[src/rtl/mips_pkg.sv]
// Shared MIPS front-end definitions: data width, instruction size and loader states.
package mips_pkg;

   localparam int WORD_W          = 32;
   localparam int BYTES_PER_INSTR = 4;
   localparam int ADDR_SHIFT      = $clog2(BYTES_PER_INSTR);

   typedef enum logic [2:0] {
      IDLE,
      LOAD,
      SETTLE,
      RUN,
      ERROR
   } loader_state_t;

endpackage

[src/rtl/sat_counter.sv]
// Width-parameterised up counter with synchronous clear that sticks at all-ones.
module sat_counter #(
   parameter int W = 16
) (
   input  logic         clk,
   input  logic         resetN,
   input  logic         clr,
   input  logic         en,
   output logic [W-1:0] count
);

   always_ff @(posedge clk) begin
      if (!resetN || clr) begin
         count <= '0;
      end else if (en && (count != '1)) begin
         count <= count + W'(1);
      end
   end

endmodule

[src/rtl/program_loader.sv]
// Boot loader: streams PROG_LEN words into instruction memory, then releases the core.
// Optional XOR checksum gate on release: define PROGRAM_LOADER_CHECKSUM_EN.
module program_loader #(
   parameter int PROG_LEN = 2,
   parameter int WORD_W   = mips_pkg::WORD_W,
   parameter int CYC_W    = 16
) (
   input  logic              clk,
   input  logic              resetN,
   input  logic              start,
   input  logic              srcValid,
   input  logic [WORD_W-1:0] srcData,
   output logic              srcReady,
   input  logic [WORD_W-1:0] expectedSum,
   output logic [WORD_W-1:0] instrIn,
   output logic [WORD_W-1:0] instrAddr,
   output logic              instrWrite,
   output logic              instrRead,
   output logic              pcReset,
   output logic              pcWrite,
   output logic              initializing,
   output logic              done,
   output logic              error,
   output logic [CYC_W-1:0]  cycleNo
);

   import mips_pkg::*;

   localparam int                IDX_W    = $clog2(PROG_LEN + 1);
   localparam logic [IDX_W-1:0] LAST_IDX = IDX_W'(PROG_LEN - 1);

   loader_state_t    state;
   logic [IDX_W-1:0] wIdx;
   logic             accept;
   logic             sumOk;

   // Stream handshake: a word transfers on an edge where srcValid && srcReady.
   // srcReady is registered and only high in LOAD; srcData must hold while srcValid waits.
   assign accept = srcValid && srcReady;

`ifdef PROGRAM_LOADER_CHECKSUM_EN
   logic [WORD_W-1:0] runSum;

   always_ff @(posedge clk) begin
      if (!resetN) begin
         runSum <= '0;
      end else if ((state == IDLE) && start) begin
         runSum <= '0;
      end else if (accept) begin
         runSum <= runSum ^ srcData;
      end
   end

   assign sumOk = (runSum == expectedSum);
`else
   logic unusedSum;

   assign unusedSum = ^expectedSum;
   assign sumOk     = 1'b1;
`endif

   always_ff @(posedge clk) begin
      if (!resetN) begin
         state        <= IDLE;
         srcReady     <= 1'b0;
         instrWrite   <= 1'b0;
         instrRead    <= 1'b0;
         pcWrite      <= 1'b0;
         pcReset      <= 1'b1;
         initializing <= 1'b1;
         done         <= 1'b0;
         error        <= 1'b0;
         instrIn      <= '0;
         instrAddr    <= '0;
         wIdx         <= '0;
      end else begin
         instrWrite <= 1'b0;
         case (state)
            IDLE: begin
               if (start) begin
                  state    <= LOAD;
                  srcReady <= 1'b1;
                  wIdx     <= '0;
               end
            end
            LOAD: begin
               if (accept) begin
                  instrWrite <= 1'b1;
                  instrIn    <= srcData;
                  instrAddr  <= WORD_W'(wIdx) << ADDR_SHIFT;
                  wIdx       <= wIdx + IDX_W'(1);
                  // Last word: its write lands in SETTLE while ready drops.
                  if (wIdx == LAST_IDX) begin
                     state    <= SETTLE;
                     srcReady <= 1'b0;
                  end
               end
            end
            SETTLE: begin
               if (sumOk) begin
                  state        <= RUN;
                  pcReset      <= 1'b0;
                  pcWrite      <= 1'b1;
                  instrRead    <= 1'b1;
                  initializing <= 1'b0;
                  done         <= 1'b1;
               end else begin
                  state <= ERROR;
                  error <= 1'b1;
               end
            end
            RUN, ERROR: begin
            end
            default: state <= IDLE;
         endcase
      end
   end

   sat_counter #(
      .W(CYC_W)
   ) cycleCnt (
      .clk    (clk),
      .resetN (resetN),
      .clr    ((state == IDLE) && start),
      .en     (state == RUN),
      .count  (cycleNo)
   );

endmodule

[config.mk]
export PLATFORM = sky130hd
export DESIGN_NAME = program_loader
export DESIGN_NICKNAME = d
export VERILOG_FILES = /design/src/rtl/mips_pkg.sv /design/src/rtl/sat_counter.sv /design/src/rtl/program_loader.sv
export SDC_FILE = /design/constraint.sdc
export NUM_CORES = 1
export LEC_CHECK = 0
export CAP_MARGIN = 20
export CORE_UTILIZATION = 41
export DETAILED_ROUTE_END_ITERATION = 10
export HOLD_SLACK_MARGIN = 0.06
export PLACE_DENSITY = 0.92
export SLEW_MARGIN = 30
export SYNTH_ARGS = -nofsm -noshare
export SYNTH_HDL_FRONTEND = slang
export SYNTH_SLANG_ARGS = --single-unit
[constraint.sdc]
create_clock -name clk -period 5.3 [get_ports clk]
set_input_delay 1.06 -clock clk [delete_from_list [all_inputs] [get_ports clk]]
set_output_delay 1.06 -clock clk [all_outputs]
set_load 0.01 [all_outputs]
Yosys cells after proc, flatten, opt, wreduce, memory -nomap -nowiden
Cells that the tools add are included.
{"block": "op_classes", "add_sub_neg": 2, "eq_ne": 9, "n_mux": 12, "bitwise": 1, "n_reduce_logical": 13}
{"operator": "16-bit by 1-bit adder with 16-bit output, second input constant", "count": 1}
{"operator": "16-bit inequality test, second input constant", "count": 1}
{"operator": "3-bit one-hot mux with 4 select lines", "count": 1}
{"operator": "3-bit two-way mux", "count": 3}
{"operator": "4-bit AND reduction", "count": 2}
{"operator": "3-bit by 2-bit == test with 1-bit output, second input constant", "count": 2}
{"operator": "2-bit inequality test, second input constant", "count": 3}
{"operator": "1-bit two-way mux", "count": 4}
{"operator": "2-bit two-way mux", "count": 2}
{"operator": "2-bit one-hot mux with 2 select lines", "count": 1}
{"operator": "2-bit AND reduction", "count": 2}
{"operator": "3-bit by 1-bit == test with 1-bit output, second input constant", "count": 1}
{"operator": "3-bit == test, second input constant", "count": 1}
{"operator": "1-bit logical AND", "count": 3}
{"operator": "3-bit logical NOT", "count": 1}
{"operator": "3-bit AND reduction", "count": 1}
{"operator": "2-bit by 1-bit adder with 2-bit output, second input constant", "count": 1}
{"operator": "2-bit by 1-bit == test with 1-bit output, second input constant", "count": 1}
{"operator": "1-bit one-hot mux with 2 select lines", "count": 1}
{"operator": "2-bit nonzero test", "count": 1}
{"operator": "2-bit OR reduction", "count": 1}
{"operator": "1-bit logical NOT", "count": 1}
{"operator": "1-bit logical OR", "count": 1}
{"operator": "1-bit NOT", "count": 1}
{"block": "totals", "register_bits": 59, "in_bits": 68, "out_inout_bits": 88, "elab_cells": 46}

Logic depth before layout (Yosys ltp)
{"block": "depth", "word_depth": 4, "depth_mapped": 7, "ltp_nobuf": 6}

Hierarchy
A second synthesis with hierarchy kept.
{"block": "unflattened", "hier_cells": 326, "area_unflattened_um2": 2881.5}
{"mod": "program_loader", "instances": 1, "cells_each": 232, "area_each_um2": 2019.4, "seq_area_each_um2": 840.8}
{"mod": "sat_counter", "instances": 1, "cells_each": 94, "area_each_um2": 862.1, "seq_area_each_um2": 320.3}

Worst setup path before layout
No wires, ideal clock.
{"block": "synth_timing", "path_type": "input-to-reg", "startpoint": "in srcValid", "endpoint": "reg instrAddr[3]", "setup_time_ps": 76, "t_arrival_ps": 1888, "t_required_ps": 5224, "setup_slack_ps": 3336, "stages": 5, "path_buffers": 2, "cell_sequence": "and3_1 -> clkbuf_1 -> clkbuf_1 -> nand2_1 -> a21boi_0"}
{"block": "synth_between", "elab_chain_cells": 2}
{"item": "start, declared", "line": "program_loader.sv:11", "source": "input logic srcValid,"}
{"item": "1-bit logical AND", "line": "program_loader.sv:39", "source": "assign accept = srcValid && srcReady;"}
{"item": "2-bit AND reduction (no line)"}
{"item": "end signal, assigned", "line": "program_loader.sv:90", "source": "instrAddr <= WORD_W'(wIdx) << ADDR_SHIFT;"}
{"item": "end, declared", "line": "program_loader.sv:16", "source": "output logic [WORD_W-1:0] instrAddr,"}
Every way passes these cells.
A chain may end at the register's enable or synchronous reset.

Worst setup path after layout
{"block": "layout_timing", "startpoint": "reg cycleCnt.count[8]", "endpoint": "out cycleNo[8]"}
{"item": "start, declared", "line": "sat_counter.sv:9", "source": "output logic [W-1:0] count"}
{"item": "start signal, assigned", "line": "sat_counter.sv:16", "source": "count <= count + W'(1);"}
{"item": "end, declared", "line": "program_loader.sv:24", "source": "output logic [CYC_W-1:0] cycleNo"}
No word-level cell between the ends.

==> impl_metrics.py <==
metrics = {
    "hold_path": {
        "hp-class": "reg -> reg",
        "worstHoldStart": "instrIn[16]",
        "whs_path_depth": 2,
        "whs_endpoint": "instrIn[16]",
    },
    "flow_run": {
        "drv_cap": 0,
    },
    "setup_path": {
        "critPathRequiredTime_ns": 4.24,
        "reg2reg_depth": 5,
        "cp-startpoint": "cycleCnt.count[8]",
        "slowest_delay_ns": 0.60,
        "reg2reg_to": "cycleCnt.count[14]",
        "arrival_ns": 1.43,
        "worstReg2RegStart": "state[0]",
        "critical_path_class": "reg -> out",
        "path_cells": "clkdlybuf4s50_1",
        "cp-end-kind": "output pin",
        "worstSetupStartpointType": "flop",
        "r2r_setup_slack_ns": 3.31,
        "cp_top_family": "buffers and inverters",
        "critPathSlowestCell": "clkdlybuf4s50_1",
        "path_buf_inv": 1,
        "cp_max_fo": 8,
    },
    "yosys": {
        "ys_async_sr_fraction_pct": 0,
        "yosysSeqAreaShare_pct": 42.3,
        "synth_top_cell_area_share_pct": 42.3,
        "yosys.cell_types.count": 35,
        "synth_seq_cells": 58,
        "synth.area.top_cells": "dfxtp_1, nand2_1, a21boi_0, buf_4, ha_1",
        "yosysWarnings": 0,
        "synthTopCellsByCount": "nand2_1, dfxtp_1, a21boi_0",
        "synth_ff_type": "dfxtp_1",
        "yosysTopAreaCell": "dfxtp_1",
        "synth_area_sq_mm": 0.00274,
        "synth_cells": 322,
        "synth_edf_count": 0,
        "synth.avg_cell_area_sq_um": 8.52,
        "synth.most_common_cell": "nand2_1",
    },
    "drt": {
        "routed_wl_um": 6260,
        "postRouteAntennaNets": 0,
        "vias": 2467,
        "wl_met3_um": 417,
        "dr_wl_met2_um": 3090,
        "wire_per_inst_um": 12.7,
        "met1Wirelength_um": 2630,
        "highest_layer": "met4",
        "detail_route.vias_per_cell": 4.99,
        "firstDrtPassIters": 6,
        "dr.first_iter.drc_count": 76,
        "drc": 0,
    },
    "sta": {
        "tns_ns": 0,
        "rsz0062_at_grt": "false",
        "slew_headroom_pct": 56.9,
        "fmaxAchievable_mhz": 402,
        "finalCritPeriodShare_pct": 46.9,
        "clock_skew_ns": 0.00637,
        "min_period_ns": 2.49,
        "hold_viol": 0,
        "tightestPinTransition_ns": 0.640,
        "drv_slew": 0,
        "setup_viol": 0,
    },
    "place": {
        "gp_congestion": 0.821,
        "dp_hpwl_um": 4530,
        "port_buffers": 92,
    },
    "pwr": {
        "report.power.total_mw": 1.18,
        "p_leak_nw": 1.39,
        "p_per_area_mw_per_mm2": 312,
        "ir_worst_vdd_v": 0.000165,
    },
    "final_layout": {
        "diodes": 0,
        "drive_gt1_share_pct": 4.80,
        "syn_to_final_growth_pct": 37.7,
        "nNetsFinal": 488,
    },
    "cts": {
        "worstSkewPairLatency_ns": 0.31,
        "cts_buffers": 9,
        "clkTransAtPathRegs_ns": 0.06,
        "cts_hold_buf": 0,
        "h-tree-depth": 3,
        "numClockSinks": 58,
        "root_buffer": "clkbuf_8",
        "cts_buffer_depth": 2,
        "post_cts_resized": 0,
        "postCtsSetupRepairBufs": 0,
        "cts_tree": "done",
    },
    "floorplan": {
        "die_y_um": 83.8,
        "initial_core_util_pct": 42.9,
        "die_w_um": 83.8,
        "rows": 29,
        "io_pins": 156,
        "core_sq_mm": 0.00639,
        "die_area_sq_mm": 0.00702,
    },
    "grt": {
        "grt_first_pass_wirelength_um": 10400,
        "track_usage_pct": 18.1,
        "grt_pass1_vias": 2381,
        "grt_max_degree": 43,
        "antenna_found_initial": 0,
        "overflow": 0,
    },
    "status": {
        "status": "completed",
    },
}
sequential cells by signal, summed over array words and instances (netlist names):
register and cells:
instrWrite 1, srcReady 1, done 1, instrAddr 2, cycleCnt.count 16, wIdx 2, instrIn 32, state 2
initializing 1
placed cells by master, fill, tap and decap left out, types with 2 or more instances in the layout:
master	Yosys	final
buf_4	34	3
inv_1	6	6
nand4_1	4	4
o21ai_1	3	3
mux2i_1	4	4
o31ai_1	3	3
conb_1	1	31
o21ai_0	6	6
and4_1	4	4
or4_1	3	3
nand2_1	79	79
nor3_1	5	5
and2_1	3	3
clkinv_2	0	2
xor2_1	2	2
clkdlybuf4s50_1	0	92
clkbuf_8	0	12
ha_1	8	8
a21oi_1	10	10
clkbuf_1	12	2
and3_1	2	2
a21boi_0	35	35
nor2_1	8	8
or3_1	5	5
o21a_1	2	2
a31oi_1	4	4
nor2b_1	5	5
nand3_1	7	7
dfxtp_1	58	58
cell families after synthesis:
| kind of cell | synth area share, % |
|---|---|
| other | 0.137 |
| adder cells (fa/ha/maj) | 3.65 |
| AO/OA/AOI/OAI | 18.5 |
| flip-flops | 42.3 |
| XOR/XNOR | 0.639 |
| AND/OR/NAND/NOR | 21.5 |
| multiplexers | 1.46 |
| buffers and inverters | 11.8 |
how the worst max path moves through the flow:
| stage | to | slack [ns] | cells after the start |
|---|---|---|---|
| finish | cycleNo[8] | 2.81 | 1 |
| global route | cycleNo[8] | 2.73 | 1 |
| CTS | cycleNo[8] | 2.81 | 1 |
| detailed placement | instrIn[15] | 2.65 | 5 |
| global placement | instrAddr[3] | 2.69 | 5 |
| floorplan | instrAddr[3] | 3.34 | 5 |
through the flow:
step | setup WS (ns) | util (%) | hold WS, ns | cell area (sq um) | instances
after global placement | 2.69 | 56.3 | 0.448 | 3590 | 478
final | 2.81 | 59.1 | 0.462 | 3780 | 494
after detailed placement | 2.65 | 56.3 | 0.458 | 3590 | 478
after CTS | 2.81 | 59.1 | 0.465 | 3780 | 494
after floorplan | 3.34 | - | 0.441 | 2860 | 352
after global routing | 2.73 | 59.1 | 0.489 | 3780 | 494
layer usage:
layer  track usage [%]  vias to the layer above
met5                 0                        -
met4              9.09                        0
met3              6.23                       14
met2              30.9                       90
met1              19.8                     1154
li1                  -                     1209
layout make-up:
type | count | area (sq um)
fillers | 550 | 2610
clock buffers | 14 | 173
inverters | 6 | 22.5
well taps | 77 | 96.3
clock inverters | 2 | 10.0
multi-input cells | 242 | 1370
repair buffers | 95 | 943
flip-flops and latches | 58 | 1160
report_power, final:
group	switching [mW]	total (mW)	internal, mW	leakage [nW]
Clock	0.160	0.367	0.207	0.0965
Sequential	0.0288	0.498	0.470	0.469
Combinational	0.160	0.315	0.154	0.824
Total	0.349	1.18	0.831	1.39
Note: power is estimated with default switching activity, not from simulation.
